`src/rtl/key_matrix_input.sv`:
```
// 4x4 key matrix scanner with debounce and decimal entry decoder.
// Delivers signed 16-bit values to the processor through a valid/ack handshake.
module key_matrix_input #(
  parameter int SCAN_DIV = 1000,
  parameter int DEBOUNCE = 4
) (
  input  logic        clock,
  input  logic        reset,
  input  logic [3:0]  col_in,
  input  logic        in_ack,
  output logic [3:0]  row_sel,
  output logic [15:0] in_data,
  output logic        in_valid,
  output logic [15:0] entry,
  output logic        entry_neg,
  output logic        key_valid,
  output logic [3:0]  key_code
);

  localparam int DW = $clog2(SCAN_DIV);
  localparam int CW = (DEBOUNCE > 1) ? $clog2(DEBOUNCE) : 1;
  localparam logic [DW-1:0] DIV_LAST = DW'(SCAN_DIV - 1);
  localparam logic [CW-1:0] DB_LAST  = CW'(DEBOUNCE - 1);

  logic [3:0]    col_s1_q, col_s2_q;
  logic [DW-1:0] div_q;
  logic [1:0]    row_q;
  logic [15:0]   frame_q, prev_q, stable_q;
  logic [CW-1:0] match_q, match_d;
  logic          key_valid_q;
  logic [3:0]    key_code_q;
  logic [15:0]   entry_q, in_data_q;
  logic          neg_q, in_valid_q;

  logic          slot_end, frame_end, commit, key_hit;
  logic [15:0]   frame_full;
  logic [19:0]   digit_sum;

  function automatic logic [3:0] bit_index(input logic [15:0] v);
    logic [3:0] r;
    r = 4'd0;
    for (int i = 0; i < 16; i++) begin
      if (v[i]) r = 4'(i);
    end
    return r;
  endfunction

  always_comb begin
    slot_end   = (div_q == DIV_LAST);
    frame_end  = slot_end && (row_q == 2'd3);
    frame_full = {col_s2_q, frame_q[11:0]};
    match_d    = '0;
    if (frame_full == prev_q) begin
      match_d = (match_q == DB_LAST) ? match_q : match_q + 1'b1;
    end
    commit    = frame_end && (match_d == DB_LAST);
    // An event needs a fully released snapshot followed by exactly one key.
    key_hit   = commit && (stable_q == 16'd0) && $onehot(frame_full);
    digit_sum = {4'd0, entry_q} * 20'd10 + {16'd0, key_code_q};
  end

  always_ff @(posedge clock or negedge reset) begin
    if (!reset) begin
      col_s1_q <= '0;
      col_s2_q <= '0;
      div_q    <= '0;
      row_q    <= '0;
      frame_q  <= '0;
      prev_q   <= '0;
      match_q  <= '0;
      stable_q <= '0;
    end else begin
      col_s1_q <= col_in;
      col_s2_q <= col_s1_q;
      if (slot_end) begin
        div_q                <= '0;
        row_q                <= row_q + 2'd1;
        frame_q[row_q*4 +: 4] <= col_s2_q;
      end else begin
        div_q <= div_q + 1'b1;
      end
      if (frame_end) begin
        prev_q  <= frame_full;
        match_q <= match_d;
        if (commit) stable_q <= frame_full;
      end
    end
  end

  always_ff @(posedge clock or negedge reset) begin
    if (!reset) begin
      key_valid_q <= 1'b0;
      key_code_q  <= '0;
      entry_q     <= '0;
      neg_q       <= 1'b0;
      in_data_q   <= '0;
      in_valid_q  <= 1'b0;
    end else begin
      key_valid_q <= key_hit;
      if (key_hit) key_code_q <= bit_index(frame_full);
      if (in_valid_q && in_ack) in_valid_q <= 1'b0;
      if (key_valid_q) begin
        case (key_code_q)
          4'd10: begin
            entry_q <= '0;
            neg_q   <= 1'b0;
          end
          4'd11: neg_q <= ~neg_q;
          4'd12: begin
            // A pending value blocks ENT entirely, even when acked this cycle.
            if (!in_valid_q) begin
              in_data_q  <= neg_q ? (~entry_q + 16'd1) : entry_q;
              in_valid_q <= 1'b1;
              entry_q    <= '0;
              neg_q      <= 1'b0;
            end
          end
          default: begin
            if (key_code_q <= 4'd9 && digit_sum <= 20'd65535) entry_q <= digit_sum[15:0];
          end
        endcase
      end
    end
  end

  assign row_sel   = 4'b0001 << row_q;
  assign in_data   = in_data_q;
  assign in_valid  = in_valid_q;
  assign entry     = entry_q;
  assign entry_neg = neg_q;
  assign key_valid = key_valid_q;
  assign key_code  = key_code_q;

endmodule

```
`config.mk`:
```
export PLATFORM = sky130hd
export DESIGN_NAME = key_matrix_input
export DESIGN_NICKNAME = d
export VERILOG_FILES = /design/src/rtl/key_matrix_input.sv
export SDC_FILE = /design/constraint.sdc
export NUM_CORES = 1
export LEC_CHECK = 0
export ABC_CLOCK_PERIOD_IN_PS = 5300
export BUFFER_PORTS_ARGS = -buffer_cell sky130_fd_sc_hd__buf_2
export CAP_MARGIN = 10
export CORE_AREA = 2 2 120 122
export CTS_CLUSTER_SIZE = 30
export DETAILED_ROUTE_END_ITERATION = 8
export DIE_AREA = 0 0 122 124
export PLACE_DENSITY = 0.61
export SETUP_SLACK_MARGIN = 0.2
export SYNTH_ARGS = -nofsm -noshare
export SYNTH_HDL_FRONTEND = slang
export SYNTH_SLANG_ARGS = --single-unit
```
`constraint.sdc`:
```
create_clock -name clock -period 5.3 [get_ports clock]
set_input_delay 0.795 -clock clock [delete_from_list [all_inputs] [get_ports clock]]
set_output_delay 0.795 -clock clock [all_outputs]
set_load 0.005 [all_outputs]
```
==> results.md <==
- DRT antenna net count: 0
- H-tree levels: 3
- Crit-path cells: fa_1, inv_1, fa_1, inv_1, fa_1, inv_1, fa_1, inv_1, ha_1, inv_1, fa_1, nor4b_1, nand3_1, nor3_1, nand3_1, a21o_1, o21ai_0
- DR iter-0 viols: 173
- Post-synth cell types: 50
- Die area: 15100 um^2
- Number of enable flip-flop cells after synthesis: 0
- Die span in x: 122 um
- Register bit total from synthesis: 105
- Worst Tran Pin Value: 0.952 ns
- Antenna Cells: 0
- Leak: 3.49 nW
- FF-to-FF End: key_code[2]
- Run status: completed
- Port-buffer cells: 49
- Max incr delay on CP: 0.57 ns
- Hold Crit Endpoint: col_s2_q[1]
- Post-CTS sizing: 0
- Post-synthesis xor/xnor area fraction: 8.57%
- Cell area after synthesis: 6130 um^2
- Slew Viols, Final: 0
- Placer's final routability congestion estimate: 0.876
- Endpoints failing setup: 0
- Die H: 124 um
- Fin util: 49.9%
- Area leader, netlist: dfrtp_1
- DPL Wire Length: 9950 um
- Sequential area share after synthesis: 42.9%
- WHS Path Cells: 0
- Buf/Inv on CP: 5
- Synth cell count leaders: dfrtp_1 (105), nand2_1 (87), o21ai_0 (55)
- Average size of a mapped cell: 10.2 um^2
- # DRC: 0
- TritonCTS clock tree: yes
- Total track usage: 18.8%
- Mapped Cells: 603
- Largest cells by area after synthesis: dfrtp_1 (43%), ha_1 (9.2%), nand2_1 (5.3%), o21ai_0 (4.5%), xnor2_1 (4.3%)
- Layout cells sized above 1: 15.3%
- Final Cell Area: 6850 um^2
- R2R setup slack: 0.83 ns
- Synthesis-to-finish area growth: 11.8%
- Kind of critical path: reg -> reg
- Ys flop type: dfrtp_1
- CP delay by family, top: adder cells
- Pin count of the biggest net entering global routing: 63
- Fin Setup TNS: 0 ns
- Vias in the first global route: 4470
- Multiplexer share of the synthesized area: 4.18%
- Clk_skew: 0.00931 ns
- Crit start category: register
- GRT overflow: 0
- Post-CTS setup buffers: 0
- Post-CTS Hold Fix Bufs: 0
- Max_slew headroom: 36.3%
- Drt pass-1 iters: 4
- Reg2reg start: frame_q[7]
- Final worst path period share: 84.4%
- CTS Buf Count: 9
- Avg Vias per Cell: 5.41
- Type of the most critical hold path: reg -> reg
- Initial Util: 44.7%
- Share of the synthesized area in the top cell type: 42.9%
- Hold Fails Final Rpt: 0
- Io pins: 50
- Fillers: 1271
- Most common cell in the synthesized netlist: dfrtp_1
- Crit-path max FO: 8
- Root Buffer: clkbuf_16
- Max Buffers Root-to-Sink: 2
- Syn nets: 667
- FMAX: 224 MHz
- Total power: 0.00150 W
- Final Critical Period: 4.47 ns
- RSZ-0062 raised after global routing: no
- Synth Area in Adders: 13.1%
- R2r worst-path depth: 17
- Post-synthesis compound-gate area fraction: 13.6%
- Antenna violations before repair: 0
- DP Area: 6560 um^2
- Synth warnings: 0
- Clk_lat worst skew: 0.36 ns
- Overall routed net length: 13100 um
- Crit. End Element: register
- Worst hold margin: 0.351 ns
- Core area: 13700 um^2
- Routed len/inst: 15.7 um
- Data arrival time of the critical path: 4.75 ns
- Via count: 4511
- Clk slew on worst S/H paths: 0.08 ns
- Worst path slowest cell: fa_1
- Hold_sp: col_s1_q[1]
- Pwr per Cell Area: 218 nW/um^2
- First-pass GRT wire length: 22200 um
- Simple-Gate Fraction of Synth Area: 14.9%
- CTS Sinks: 105
- Async SR Flop Fraction: 100%
- Nets: 713
- FP Rows: 43
- Largest family of logic cells by synthesized area: simple AND/OR/NAND/NOR gates
- Required time of the critical path: 5.58 ns
- Peak VDD IR: 0.159 mV
- Max-cap viol count: 0
==> cell families after synthesis <==
group,Yosys count
AND/OR/NAND/NOR,187
AO/OA/AOI/OAI,127
buffers and inverters,44
adder cells (fa/ha/maj),57
flip-flops,105
XOR/XNOR,60
multiplexers,23
==> where the power goes <==
part | switching [W] | internal (W) | total (W)
clock network | 0.000319 | 0.000328 | 0.000647
logic | 0.0000272 | 0.0000128 | 0.0000400
registers | 0.00000530 | 0.000803 | 0.000809
total | 0.000352 | 0.00114 | 0.00150
==> sequential cells by signal, indices dropped and copies added (netlist names), 2 cells and up <==
name	cells
col_s1_q	4
div_q	10
prev_q	16
match_q	2
in_data	16
col_s2_q	4
frame_q	12
entry	16
row_q	2
stable_q	16
key_code	4
==> area by class of cell <==
type | instances | area [um^2] | share of cell area, %
Sequential cell | 105 | 2630 | 38.3
Clock inverter | 7 | 65.1 | 0.949
Clock buffer | 9 | 225 | 3.29
Timing Repair Buffer | 53 | 278 | 4.05
Inverter | 26 | 97.6 | 1.42
Tap cell | 180 | 225 | 3.29
Multi-Input combinational cell | 454 | 3330 | 48.7
==> metal layers <==
metal	vias to the layer above	share of wire, %	track usage [%]
li1	2215	-	-
met1	2198	47	24.7
met3	13	4.2	4.12
met5	-	0	0
met2	85	47	31.2
met4	0	1.2	5.60
==> worst max path at each step <==
stage / endpoint / slack, ns / from / cells after the start
after floorplan: key_code[3] / 1.11 / frame_q[7] / 16
after global placement: key_code[2] / 0.92 / frame_q[7] / 17
after detailed placement: key_code[2] / 0.84 / frame_q[7] / 17
after CTS: key_code[2] / 0.82 / frame_q[7] / 17
after global routing: key_code[2] / 0.60 / frame_q[7] / 17
final: key_code[2] / 0.83 / frame_q[7] / 17
==> worst reg2reg max path, cell delays in order (launching register included) <==
cell and delay [ns]:
dfrtp_1 0.49, fa_1 0.57, inv_1 0.05, fa_1 0.47, inv_1 0.05, fa_1 0.47, inv_1 0.05, fa_1 0.42
inv_1 0.07, ha_1 0.16, inv_1 0.06, fa_1 0.47, nor4b_1 0.22, nand3_1 0.11, nor3_1 0.19, nand3_1 0.23
a21o_1 0.27, o21ai_0 0.06
==> stage by stage <==
| step | std cells | setup slack, ns |
|---|---|---|
| floorplan | 603 | 1.11 |
| global placement | 818 | 0.922 |
| detailed placement | 818 | 0.842 |
| CTS | 834 | 0.823 |
| global route | 834 | 0.598 |
| finish | 834 | 0.827 |
==> cells in the final DEF, fill, tap and decap left out, types with 18 or more instances in the layout <==
| cell type | count |
|---|---|
| mux2_2 | 21 |
| a21oi_1 | 18 |
| nor2_1 | 26 |
| o21ai_0 | 55 |
| dfrtp_1 | 105 |
| xnor2_1 | 30 |
| inv_1 | 26 |
| nand2_1 | 87 |
| ha_1 | 45 |
| buf_2 | 48 |
| xor2_1 | 30 |
Power figures use the tool's default switching activity.
